## config.mk

```make
export PLATFORM = sky130hd
export DESIGN_NAME = avalon_bus_matrix_grant_ctrl
export DESIGN_NICKNAME = d
export VERILOG_FILES = /design/src/rtl/avalon_bus_matrix_grant_ctrl.sv
export SDC_FILE = /design/constraint.sdc
export NUM_CORES = 1
export LEC_CHECK = 0
export ABC_AREA = 1
export CAP_MARGIN = 40
export CORE_MARGIN = 8
export CORE_UTILIZATION = 45
export DETAILED_ROUTE_END_ITERATION = 8
export PLACE_DENSITY = 0.79
export SKIP_LAST_GASP = 1
export SLEW_MARGIN = 20
export SYNTH_ARGS = -nofsm -noshare
export SYNTH_HDL_FRONTEND = slang
export SYNTH_SLANG_ARGS = --single-unit
export TNS_END_PERCENT = 5
```

## constraint.sdc

```tcl
create_clock -name clk -period 1.95 [get_ports clk]
set_input_delay 0.2925 -clock clk [delete_from_list [all_inputs] [get_ports clk]]
set_output_delay 0.2925 -clock clk [all_outputs]
set_load 0.02 [all_outputs]
```

## src/rtl/avalon_bus_matrix_grant_ctrl.sv

```systemverilog
// Grant holder downstream of the bus-matrix arbiter: latches a port grant and keeps it for one Avalon-MM transaction.
// Optional read-response watchdog enabled by defining AVALON_BM_GRANT_TIMEOUT_EN.
module avalon_bus_matrix_grant_ctrl #(
  parameter int unsigned BCW            = 4,
  parameter int unsigned NPORT          = 5,
  parameter int unsigned TIMEOUT_CYCLES = 1024
) (
  input  logic             clk,
  input  logic             rst,
  input  logic [2:0]       arb_sel_i,
  input  logic             arb_nosel_i,
  input  logic             sel_read_i,
  input  logic             sel_write_i,
  input  logic [BCW-1:0]   sel_burstcount_i,
  input  logic             s_waitrequest_i,
  input  logic             s_readdatavalid_i,
  output logic [2:0]       grant_sel_o,
  output logic             grant_vld_o,
  output logic [NPORT-1:0] grant_onehot_o,
  output logic             busy_o,
  output logic             timeout_o
);

  typedef enum logic [1:0] {S_IDLE, S_GRANT, S_WR_BURST, S_RD_WAIT} state_t;

  state_t           r_state, w_state_nxt;
  logic [2:0]       r_sel, w_sel_nxt;
  logic             r_vld, w_vld_nxt;
  logic [NPORT-1:0] r_onehot;
  logic [BCW-1:0]   r_wr_rem, w_wr_rem_nxt;
  logic [BCW-1:0]   r_rd_rem, w_rd_rem_nxt;
  logic [BCW-1:0]   w_len, w_rd_left;
  logic             w_wr_acc, w_rd_acc, w_timeout_hit;

  // A burstcount of 0 is treated as a single beat.
  assign w_len     = (sel_burstcount_i == '0) ? BCW'(1) : sel_burstcount_i;
  assign w_rd_left = w_len - BCW'(s_readdatavalid_i);
  assign w_wr_acc  = sel_write_i & ~s_waitrequest_i & r_vld;
  assign w_rd_acc  = sel_read_i  & ~s_waitrequest_i & r_vld;

  always_comb begin
    w_state_nxt  = r_state;
    w_sel_nxt    = r_sel;
    w_vld_nxt    = r_vld;
    w_wr_rem_nxt = r_wr_rem;
    w_rd_rem_nxt = r_rd_rem;
    unique case (r_state)
      S_IDLE: begin
        if (~arb_nosel_i) begin
          w_sel_nxt   = (arb_sel_i >= 3'(NPORT)) ? '0 : arb_sel_i;
          w_vld_nxt   = 1'b1;
          w_state_nxt = S_GRANT;
        end
      end
      S_GRANT: begin
        // Write is checked first so it wins when both strobes are asserted.
        if (w_wr_acc) begin
          if (w_len == BCW'(1)) begin
            w_vld_nxt   = 1'b0;
            w_state_nxt = S_IDLE;
          end else begin
            w_wr_rem_nxt = w_len - BCW'(1);
            w_state_nxt  = S_WR_BURST;
          end
        end else if (w_rd_acc) begin
          if (w_rd_left == '0) begin
            w_vld_nxt   = 1'b0;
            w_state_nxt = S_IDLE;
          end else begin
            w_rd_rem_nxt = w_rd_left;
            w_state_nxt  = S_RD_WAIT;
          end
        end else if (~sel_read_i & ~sel_write_i) begin
          w_vld_nxt   = 1'b0;
          w_state_nxt = S_IDLE;
        end
      end
      S_WR_BURST: begin
        if (sel_write_i & ~s_waitrequest_i & (r_wr_rem != '0)) begin
          w_wr_rem_nxt = r_wr_rem - BCW'(1);
          if (r_wr_rem == BCW'(1)) begin
            w_vld_nxt   = 1'b0;
            w_state_nxt = S_IDLE;
          end
        end
      end
      S_RD_WAIT: begin
        if (w_timeout_hit) begin
          w_rd_rem_nxt = '0;
          w_vld_nxt    = 1'b0;
          w_state_nxt  = S_IDLE;
        end else if (s_readdatavalid_i & (r_rd_rem != '0)) begin
          w_rd_rem_nxt = r_rd_rem - BCW'(1);
          if (r_rd_rem == BCW'(1)) begin
            w_vld_nxt   = 1'b0;
            w_state_nxt = S_IDLE;
          end
        end
      end
      default: w_state_nxt = S_IDLE;
    endcase
  end

  always_ff @(posedge clk) begin
    if (rst) begin
      r_state  <= S_IDLE;
      r_sel    <= '0;
      r_vld    <= 1'b0;
      r_onehot <= '0;
      r_wr_rem <= '0;
      r_rd_rem <= '0;
    end else begin
      r_state  <= w_state_nxt;
      r_sel    <= w_sel_nxt;
      r_vld    <= w_vld_nxt;
      r_onehot <= w_vld_nxt ? (NPORT'(1) << w_sel_nxt) : '0;
      r_wr_rem <= w_wr_rem_nxt;
      r_rd_rem <= w_rd_rem_nxt;
    end
  end

`ifdef AVALON_BM_GRANT_TIMEOUT_EN
  localparam int unsigned WDW = $clog2(TIMEOUT_CYCLES + 1);

  logic [WDW-1:0] r_wd;
  logic           r_timeout;

  // Fires on the TIMEOUT_CYCLES-th consecutive RD_WAIT cycle without a response beat.
  assign w_timeout_hit = (r_state == S_RD_WAIT) & ~s_readdatavalid_i &
                         (r_wd == WDW'(TIMEOUT_CYCLES - 1));

  always_ff @(posedge clk) begin
    if (rst) begin
      r_wd      <= '0;
      r_timeout <= 1'b0;
    end else begin
      r_timeout <= w_timeout_hit;
      if ((r_state != S_RD_WAIT) || s_readdatavalid_i || w_timeout_hit)
        r_wd <= '0;
      else
        r_wd <= r_wd + WDW'(1);
    end
  end

  assign timeout_o = r_timeout;
`else
  logic w_unused_timeout;
  assign w_unused_timeout = (TIMEOUT_CYCLES == 0);
  assign w_timeout_hit    = 1'b0;
  assign timeout_o        = 1'b0;
`endif

  assign grant_sel_o    = r_sel;
  assign grant_vld_o    = r_vld;
  assign grant_onehot_o = r_onehot;
  assign busy_o         = (r_state != S_IDLE);

endmodule

```

==> impl_metrics.yaml <==
outcome:
  status: "finished clean"
worst_hold_path:
  min-delay-start: "r_wr_rem[3]"
  min_to: "r_wr_rem[3]"
  holdCritPathClass: "reg2reg"
  holdPathStages: 2
final_layout:
  fin_cells: 264
  fillers: 260
  seqCellArea_sq_um: 381.6
  drive_gt1_share_pct: 15.88
  fin_nets: 258
  area_delta_synth_final_pct: 32.79
  multi_input_area_sq_um: 859.6
  n_antenna_cell: 0
  final_core_util_pct: 62.48
global_route:
  grt_pass1_wl_um: 5188
  grt_pass1_vias: 1272
  grt.overflow.total: 0
  grt_max_degree: 12
  antenna_found_initial: 0
  grt_util_all_layers_pct: 12.16
power_and_ir_drop:
  intPower_mw: 1.057
  power_frac_comb_pct: 58.7
  p_leak_nw: 0.8311
  power.density_nw_per_um2: 1143
  clkPwrFrac_pct: 10.4
  power_mw: 1.969
  swShare_pct: 46.31
  seqPwrFrac_pct: 31.0
  ir_drop_mv: 0.8120
  netSwitchingPower_mw: 0.9121
setup_path:
  path_cells: "inv_2 > nand2_1 > clkdlybuf4s50_1"
  worst_path_largest_cell_delay_ns: 0.62
  regToRegStartpoint: "r_rd_rem[0]"
  cp_data_required_time_ns: 1.66
  critPathMaxFanout: 4
  crit-reg2reg-capture: "r_state[0]"
  cpMaxStageDelayCell: "clkdlybuf4s50_1"
  crit_arrival_ns: 1.58
  reg2regPathDepth: 9
  worstSetupStartpointType: "flop"
  cp-end-kind: "output port"
  r2r_slack_ns: 0.42
  worstSetupPathType: "reg2out"
die:
  die_h_um: 69.70
  die_w_um: 69.70
  coreArea_sq_um: 2758
  start_util_pct: 47.05
  io_pins: 25
  dieArea_sq_um: 4857
  rows: 19
yosys:
  synth_edf_count: 0
  synth.top_cell.area_share_pct: 29.32
  yosysSeqAreaShare_pct: 29.32
  synth_fp_nets: 222
  yosysTopAreaCell: "dfxtp_1"
  synth_flop_cell: "dfxtp_1"
  synthXorXnorAreaFrac_pct: 2.025
  syn_inst: 198
  synthSimpleGateAreaFrac_pct: 37.32
  yosys-top-cells-area: "dfxtp_1, nand2_1, ha_1, nor2_1, inv_1"
  yosysUniqueCellTypes: 29
  yosysMostFrequentCell: "nand2_1"
  synth_top_family_by_area: "simple AND/OR/NAND/NOR gates"
  avgSynthCellArea_sq_um: 6.553
  ys_top_cells_by_count: "nand2_1, nor2_1, inv_1"
  synthArstFlopShare_pct: 0
  ys_ff_latch: 19
  synth_mux_area_share_pct: 1.543
  yosys_warnings: 0
  synthAdderAreaFrac_pct: 9.643
  synth_compound_area_share_pct: 10.61
  syn-cell-area_sq_um: 1297
cts:
  cts_buffers: 3
  cts.sinks: 19
  root_buffer: "clkbuf_4"
  clk_pin_slew_worst_paths_ns: 0.11
  insertion_delay_ns: 0.30
  clock_tree.htree_level_count: 1
  cts_buffer_depth: 2
  cts_tree: "done"
sta:
  finalHoldViolations: 0
  grt_setup_unrepaired: "true"
  fin_skew_ns: 0.004680
  slew_violations: 0
  tns_ns: 0
  timing.final.crit_share_pct: 96.14
  fmax_ghz: 0.5334
  min_period_ns: 1.875
  setup_viol: 0
  holdWs_ns: 0.5518
place:
  dpl.hpwl_um: 2364
  placedCellCount: 259
  routabilityCongestion: 0.8506
  place.port_buffers: 23
detailed_routing:
  drt_pass1_iterations: 4
  num_vias: 1321
  drc: 0
  drt_iter0_drc: 33
  avgViaCountPerCell: 5.004
  wl_per_cell_um: 11.20
  antenna_left: 0
  wl_um: 2958
job:
  cap_violations: 0
layout make-up:
| cell class | count | area share (%) |
|---|---|---|
| Clock buffer | 3 | 1.307 |
| Clock inverter | 1 | 0.2905 |
| Sequential cell | 19 | 22.15 |
| Tap cell | 31 | 2.251 |
| Inverter | 30 | 6.536 |
| Timing Repair Buffer | 32 | 17.57 |
| Multi-Input combinational cell | 148 | 49.89 |
metrics by stage:
| stage | setup slack, ns | instance area (sq um) |
|---|---|---|
| after floorplan | 0.1850 | 1297 |
| after global placement | -0.2934 | 1619 |
| after detailed placement | -0.3767 | 1619 |
| after CTS | -0.02134 | 1662 |
| after global routing | -0.03715 | 1723 |
| final | 0.07527 | 1723 |
per-layer routing:
metal	global-route usage, %	vias up	share of wire [%]
met1	13.88	586	47
met4	4.018	0	1.6
met3	3.290	6	4.0
li1	-	706	-
met2	21.21	23	47
met5	0	-	0
state kept, by name, summed over array words and instances, names as in the netlist:
| signal | flops |
|---|---|
| grant_sel_o | 3 |
| grant_vld_o | 1 |
| r_rd_rem | 4 |
| grant_onehot_o | 5 |
| r_wr_rem | 4 |
| r_state | 2 |
power groups by stage:
stage / registers [mW] / logic (mW) / clock network, mW
3_3_place_gp: 0.610 / 1.12 / 0
6_report: 0.610 / 1.16 / 0.204
3_5_place_dp: 0.612 / 1.13 / 0
5_1_grt: 0.624 / 1.33 / 0.226
2_1_floorplan: 0.638 / 0.796 / 0
4_1_cts: 0.609 / 1.15 / 0.211
critical path, delay by kind of cell, from the launching register on:
kind / cells / cell delay (ns)
buffers and inverters: 2 / 0.72
and+or+nand+nor: 1 / 0.11
DFF: 1 / 0.46
worst max path at each step:
stage | from | to | slack, ns | cells after the start
after floorplan | sel_burstcount_i[1] | r_rd_rem[0] | 0.19 | 11
after global placement | sel_burstcount_i[3] | r_rd_rem[3] | -0.29 | 14
after detailed placement | sel_burstcount_i[1] | r_rd_rem[1] | -0.38 | 12
after CTS | sel_burstcount_i[3] | r_rd_rem[1] | -0.02 | 14
after global routing | sel_burstcount_i[3] | r_wr_rem[1] | -0.04 | 12
final | r_state[1] | busy_o | 0.08 | 3
what timing repair did:
item	CTS	global route
setup endpoints to repair	7	16
pin swaps	1	4
setup buffers	0	1
cloned	0	0
hold buffers	0	0
gates resized for setup	4	13
kinds of logic (layout without fill, tap and decap cells):
family                   after synthesis  count (layout)
AO/OA/AOI/OAI                         23              23
XOR/XNOR                               3               3
adder cells (fa/ha/maj)               10              10
buffers and inverters                 31              66
flip-flops                            19              19
multiplexers                           2               2
other                                  1               1
AND/OR/NAND/NOR                      109             109
cells in the final DEF, fill, tap and decap left out, types with 2 or more instances in the layout:
| cell | count |
|---|---|
| clkbuf_4 | 3 |
| nand4_1 | 5 |
| dlymetal6s2s_1 | 2 |
| nand2_1 | 48 |
| nor3_2 | 2 |
| o31ai_1 | 2 |
| o21ai_0 | 7 |
| nand3_1 | 14 |
| ha_1 | 8 |
| clkdlybuf4s50_1 | 21 |
| nor2_4 | 2 |
| mux2i_1 | 2 |
| buf_4 | 9 |
| inv_1 | 25 |
| o21ai_1 | 5 |
| dfxtp_1 | 18 |
| inv_2 | 5 |
| a21oi_1 | 4 |
| nor2_2 | 2 |
| xnor2_1 | 2 |
| nor2_1 | 26 |
| nor3_1 | 4 |
| nand2_2 | 3 |
| ha_4 | 2 |
Power figures use the tool's default switching activity.
